--- src/rtl/bw_idct_tagctl.sv ---
// Tag-array lookup controller: two-stage (X/Y) lookup against a 4-way tag array,
// a registered hit/miss result, and a miss fill sequence that writes the victim way.
module bw_idct_tagctl #(
  parameter int unsigned IDX_W = 7,
  parameter int unsigned TAG_W = 33
) (
  input  logic             rclk,
  input  logic             reset_l,
  input  logic             lkp_vld,
  output logic             lkp_rdy,
  input  logic [IDX_W-1:0] lkp_index,
  input  logic [TAG_W-2:0] lkp_ptag,
  input  logic [TAG_W-1:0] rdtag_w0_y,
  input  logic [TAG_W-1:0] rdtag_w1_y,
  input  logic [TAG_W-1:0] rdtag_w2_y,
  input  logic [TAG_W-1:0] rdtag_w3_y,
  output logic [IDX_W-1:0] index_x,
  output logic             rdreq_x,
  output logic             wrreq_x,
  output logic [3:0]       dec_wrway_x,
  output logic [TAG_W-1:0] wrtag_y,
  output logic             res_vld,
  output logic             res_hit,
  output logic [3:0]       res_way,
  output logic             res_mhit,
  output logic             fill_req,
  output logic [IDX_W-1:0] fill_index,
  output logic [TAG_W-2:0] fill_ptag,
  input  logic             fill_ack
);

  typedef enum logic [1:0] {StIdle, StFill, StTagwr} state_e;

  state_e           r_state, w_state_nxt;
  logic             r_y_vld;
  logic [IDX_W-1:0] r_y_index;
  logic [TAG_W-2:0] r_y_ptag;
  logic [3:0]       r_victim;
  logic             r_victim_rr;
  logic [1:0]       r_rr;

  logic [3:0]       w_valid;
  logic [3:0]       w_match;
  logic             w_y_miss;
  logic             w_accept;
  logic [3:0]       w_victim;
  logic             w_victim_rr;

  assign w_valid = {rdtag_w3_y[TAG_W-1], rdtag_w2_y[TAG_W-1],
                    rdtag_w1_y[TAG_W-1], rdtag_w0_y[TAG_W-1]};

  // Per-way compare: valid bit set and stored ptag equal to the Y-stage ptag
  always_comb begin
    w_match[0] = w_valid[0] & (rdtag_w0_y[TAG_W-2:0] == r_y_ptag);
    w_match[1] = w_valid[1] & (rdtag_w1_y[TAG_W-2:0] == r_y_ptag);
    w_match[2] = w_valid[2] & (rdtag_w2_y[TAG_W-2:0] == r_y_ptag);
    w_match[3] = w_valid[3] & (rdtag_w3_y[TAG_W-2:0] == r_y_ptag);
  end

  assign w_y_miss = r_y_vld & ~(|w_match);
  // A Y miss stalls the X stage in the same cycle so no lookup slips past the fill
  assign lkp_rdy  = (r_state == StIdle) & ~w_y_miss;
  assign w_accept = lkp_vld & lkp_rdy;

  // Victim select: lowest invalid way, else the round-robin pointer
  always_comb begin
    w_victim    = 4'b0001 << r_rr;
    w_victim_rr = 1'b1;
    if (!w_valid[0]) begin
      w_victim    = 4'b0001;
      w_victim_rr = 1'b0;
    end else if (!w_valid[1]) begin
      w_victim    = 4'b0010;
      w_victim_rr = 1'b0;
    end else if (!w_valid[2]) begin
      w_victim    = 4'b0100;
      w_victim_rr = 1'b0;
    end else if (!w_valid[3]) begin
      w_victim    = 4'b1000;
      w_victim_rr = 1'b0;
    end
  end

  // FSM state register
  always_ff @(posedge rclk or negedge reset_l) begin
    if (!reset_l) r_state <= StIdle;
    else          r_state <= w_state_nxt;
  end

  // FSM next state and tag-array command outputs
  always_comb begin
    w_state_nxt = r_state;
    rdreq_x     = w_accept;
    index_x     = lkp_index;
    wrreq_x     = 1'b0;
    dec_wrway_x = 4'b0000;
    wrtag_y     = '0;
    fill_req    = 1'b0;
    unique case (r_state)
      StIdle: begin
        if (w_y_miss) w_state_nxt = StFill;
      end
      StFill: begin
        fill_req = 1'b1;
        if (fill_ack) w_state_nxt = StTagwr;
      end
      StTagwr: begin
        rdreq_x     = 1'b0;
        wrreq_x     = 1'b1;
        index_x     = fill_index;
        dec_wrway_x = r_victim;
        wrtag_y     = {1'b1, fill_ptag};
        w_state_nxt = StIdle;
      end
      default: w_state_nxt = StIdle;
    endcase
  end

  // Y-stage capture of the accepted lookup
  always_ff @(posedge rclk or negedge reset_l) begin
    if (!reset_l) begin
      r_y_vld   <= 1'b0;
      r_y_index <= '0;
      r_y_ptag  <= '0;
    end else begin
      r_y_vld <= w_accept;
      if (w_accept) begin
        r_y_index <= lkp_index;
        r_y_ptag  <= lkp_ptag;
      end
    end
  end

  // Registered lookup result, one pulse per Y-stage lookup
  always_ff @(posedge rclk or negedge reset_l) begin
    if (!reset_l) begin
      res_vld  <= 1'b0;
      res_hit  <= 1'b0;
      res_way  <= 4'b0000;
      res_mhit <= 1'b0;
    end else begin
      res_vld  <= r_y_vld;
      res_hit  <= r_y_vld & (|w_match);
      res_way  <= r_y_vld ? w_match : 4'b0000;
      res_mhit <= r_y_vld & (|(w_match & (w_match - 4'd1)));
    end
  end

  // Fill context captured on a Y miss; RR pointer advances only when it picked the victim
  always_ff @(posedge rclk or negedge reset_l) begin
    if (!reset_l) begin
      fill_index  <= '0;
      fill_ptag   <= '0;
      r_victim    <= 4'b0000;
      r_victim_rr <= 1'b0;
      r_rr        <= 2'd0;
    end else begin
      if (r_state == StIdle && w_y_miss) begin
        fill_index  <= r_y_index;
        fill_ptag   <= r_y_ptag;
        r_victim    <= w_victim;
        r_victim_rr <= w_victim_rr;
      end
      if (r_state == StTagwr && r_victim_rr) r_rr <= r_rr + 2'd1;
    end
  end

endmodule

--- config.mk ---
export PLATFORM = sky130hd
export DESIGN_NAME = bw_idct_tagctl
export DESIGN_NICKNAME = d
export VERILOG_FILES = /design/src/rtl/bw_idct_tagctl.sv
export SDC_FILE = /design/constraint.sdc
export NUM_CORES = 1
export LEC_CHECK = 0
export BUFFER_PORTS_ARGS = -buffer_cell sky130_fd_sc_hd__clkbuf_2
export CAP_MARGIN = 25
export CORE_AREA = 8 8 155 172
export CTS_BUF_LIST = sky130_fd_sc_hd__clkbuf_8 sky130_fd_sc_hd__clkbuf_16
export CTS_CLUSTER_DIAMETER = 100
export DETAILED_ROUTE_END_ITERATION = 12
export DIE_AREA = 0 0 163 180
export HOLD_SLACK_MARGIN = 0.02
export SKIP_CTS_REPAIR_TIMING = 1
export SLEW_MARGIN = 20
export SYNTH_ARGS = -nofsm -noshare
export SYNTH_HDL_FRONTEND = slang
export SYNTH_SLANG_ARGS = --single-unit
--- constraint.sdc ---
create_clock -name rclk -period 2.83 [get_ports rclk]
set_input_delay 0.4245 -clock rclk [delete_from_list [all_inputs] [get_ports rclk]]
set_output_delay 0.4245 -clock rclk [all_outputs]
set_load 0.05 [all_outputs]
==> results.toml <==
[timing]
rsz0062_at_grt = "yes"
timing.final.crit_share_pct = 101
fin_crit_ns = 2.86
setup_ws_ns = -0.0312
hold_viol_final = 0
finalSetupTns_ns = -0.0549
fmax_mhz = 350
slew_headroom_pct = 44.1
setup_viol = 2
fin_skew_ns = 0.0109
finalMaxSlewViolations = 0
worstMarginPinSlew_ns = 0.839

[routing]
dr.pass1.iters = 4
drt-initial-drc-count = 311
wl_um = 28000
num_vias = 5265
via_per_inst = 4.63
wl_per_cell_um = 24.6
drc = 0
ant_nets = 0

[cts]
root_buffer = "clkbuf_16"
clkTransAtPathRegs_ns = 0.07
cts_sinks = 95
numCtsBuffers = 9
htreeDepth = 3
clk_latency_ns = 0.36
cts_tree = "done"
ctsLongestPathBuffers = 2

[final_layout]
fill_cells = 2467
drive_above_1_share_pct = 57.4
area_growth_pct = 42.7
multiInputGateArea_mm2 = 0.00337
nets = 995
design_area_mm2 = 0.00835
final-seq-area_mm2 = 0.00240

[critical_path]
r2r_start = "r_y_ptag[21]$_DFFE_PN0P_"
crit_arrival_ns = 2.44
path_class = "reg2out"
r2r_end = "r_y_ptag[14]$_DFFE_PN0P_"
reg2regPathDepth = 11
endpoint = "rdreq_x"
cp-end-kind = "output port"
worst-path-max-fanout = 4
worst_ep_required_time_ns = 2.41
setup.worst_path.start_class = "flip-flop"
reg2reg_slack_ns = 0.07
startpoint = "r_y_ptag[21]$_DFFE_PN0P_"

[grt]
grt_pass1_wl_um = 39000
antenna_found_initial = 15
track_usage_pct = 18.5
grt_max_degree = 62
grt.overflow.total = 0
grt_pass1_vias = 5779

[worst_hold_path]
hold_class = "in2async"

[yosys]
ys.warnings.count = 0
synth_nets = 710
synth_seq_cells = 95
synth.most_common_cell = "xor2_1"
synth_common_cells = "110 x xor2_1, 95 x dfrtp_1, 88 x mux2_2"
syn-instance-count = 531
synth_area_mm2 = 0.00585
synthFlopType = "dfrtp_1"
ys_top_cells_by_area = "dfrtp_1 41%, mux2_2 17%, xor2_1 16%"
synth.distinct_cells = 31
synth_top_area_cell = "dfrtp_1"
avgSynthCellArea_um2 = 11.0
seq_area_frac_synth_pct = 40.7
synth_enable_flop_cells = 0
synthArstFlopShare_pct = 100
synth_top_area_share_pct = 40.7

[outcome]
violations = "setup timing"
outcome = "complete, but fails checks"

[floorplanning]
coreArea_mm2 = 0.0239
rows = 60
die_area_mm2 = 0.0293
dieWidth_um = 163
start_util_pct = 24.5
dieHeight_um = 180
io_pins = 269

[pwr]
powerDensity_mw_per_mm2 = 1180
leakage_nw = 3.91
peakVddDrop_mv = 0.519

[placed_design]
dp_hpwl_um = 23100
dpl_cell_area_mm2 = 0.00763
io_buffers = 268
gp_congestion = 0.955

[job]
cap_violations = 0
[how the worst min path moves through the flow]
stage | start | end | slack (ns) | cells past startpoint
floorplan | reset_l | fill_index[0]$_DFFE_PN0P_ | 0.13 | 0
global placement | r_victim[0]$_DFFE_PN0P_ | r_victim[0]$_DFFE_PN0P_ | 0.48 | 1
detailed placement | r_y_index[1]$_DFFE_PN0P_ | fill_index[1]$_DFFE_PN0P_ | 0.49 | 1
CTS | reset_l | r_y_index[3]$_DFFE_PN0P_ | 0.20 | 1
global route | reset_l | fill_index[1]$_DFFE_PN0P_ | 0.22 | 1
finish | reset_l | r_victim[2]$_DFFE_PN0P_ | 0.16 | 1
[critical path: stages, from the launching register on]
cell	delay (ns)
dfrtp_2	0.44
buf_12	0.14
xor2_1	0.17
nor4_1	0.26
nand3_1	0.17
nor4_4	0.39
nor4_4	0.12
a21oi_2	0.22
buf_12	0.17
[kinds of logic (layout without fill, tap and decap cells)]
group	Yosys count	after routing	share of synthesized area [%]
adder cells (fa/ha/maj)	5	5	1.03
AO/OA/AOI/OAI	10	10	1.09
AND/OR/NAND/NOR	150	150	15.4
multiplexers	91	91	17.5
other	0	5	0
XOR/XNOR	129	129	19.3
flip-flops	95	95	40.7
buffers and inverters	51	341	5.01
[layer usage]
layer | global-route usage [%] | vias to the layer above | wire length, um | part of all wire, %
met5 | 0 | - | 128 | 0.46
met4 | 5.77 | 20 | 647 | 2.3
met3 | 8.11 | 49 | 3040 | 11
met2 | 30.0 | 235 | 13300 | 48
met1 | 21.5 | 2546 | 10800 | 39
li1 | - | 2415 | - | -
[stage by stage]
step                total power [W]  hold slack (ns)  std cells  setup WS (ns)  utilization [%]
finish                      0.00989            0.160       1136        -0.0312             35.0
floorplan                   0.00649            0.129        531          0.112                -
global placement            0.00822            0.483       1094         -0.264             32.0
CTS                         0.00952            0.196       1110         -0.528             33.2
global route                 0.0104            0.224       1135         -0.157             35.0
detailed placement          0.00826            0.491       1094         -0.117             32.0
[power by group]
part	switching, W	leakage (nW)	internal (W)
Clock	0.000575	0.139	0.000644
Combinational	0.00345	2.65	0.00220
Sequential	0.000992	1.12	0.00203
Total	0.00502	3.91	0.00488
[layout make-up]
type	instances	share of cell area (%)
Antenna cell	5	0.150
Clock buffer	11	3.03
Clock inverter	5	0.390
Inverter	5	0.225
Multi-Input combinational cell	385	40.4
Sequential cell	95	28.8
Tap cell	310	4.65
Timing Repair Buffer	320	22.4
[registers in the layout, indices dropped and copies added, names as in the netlist, 2 cells and up]
register and flops:
r_victim 4, r_rr 2, r_state 2, r_y_index 7, res_way 4, r_y_ptag 32, fill_index 7, fill_ptag 32
[cell usage in the layout, fill, tap and decap left out, types with 2 or more instances in the layout]
master / count
ha_1: 4
xnor2_1: 19
nand4b_1: 4
buf_4: 41
mux2_2: 88
mux2_1: 3
nand2_1: 12
nor4_1: 39
nand3_2: 2
buf_12: 7
nand4_1: 16
o21ai_0: 3
buf_6: 6
inv_1: 6
nor2_1: 7
clkbuf_8: 2
nand3_1: 4
nor4_4: 5
dfrtp_1: 73
xor2_1: 106
xor2_2: 4
nor3_1: 9
diode_2: 5
clkbuf_2: 265
dfrtp_2: 22
clkbuf_16: 10
and2_1: 38
clkinvlp_4: 2
nor4_2: 8
nor4b_2: 2
(Power assumes the default switching activity.)
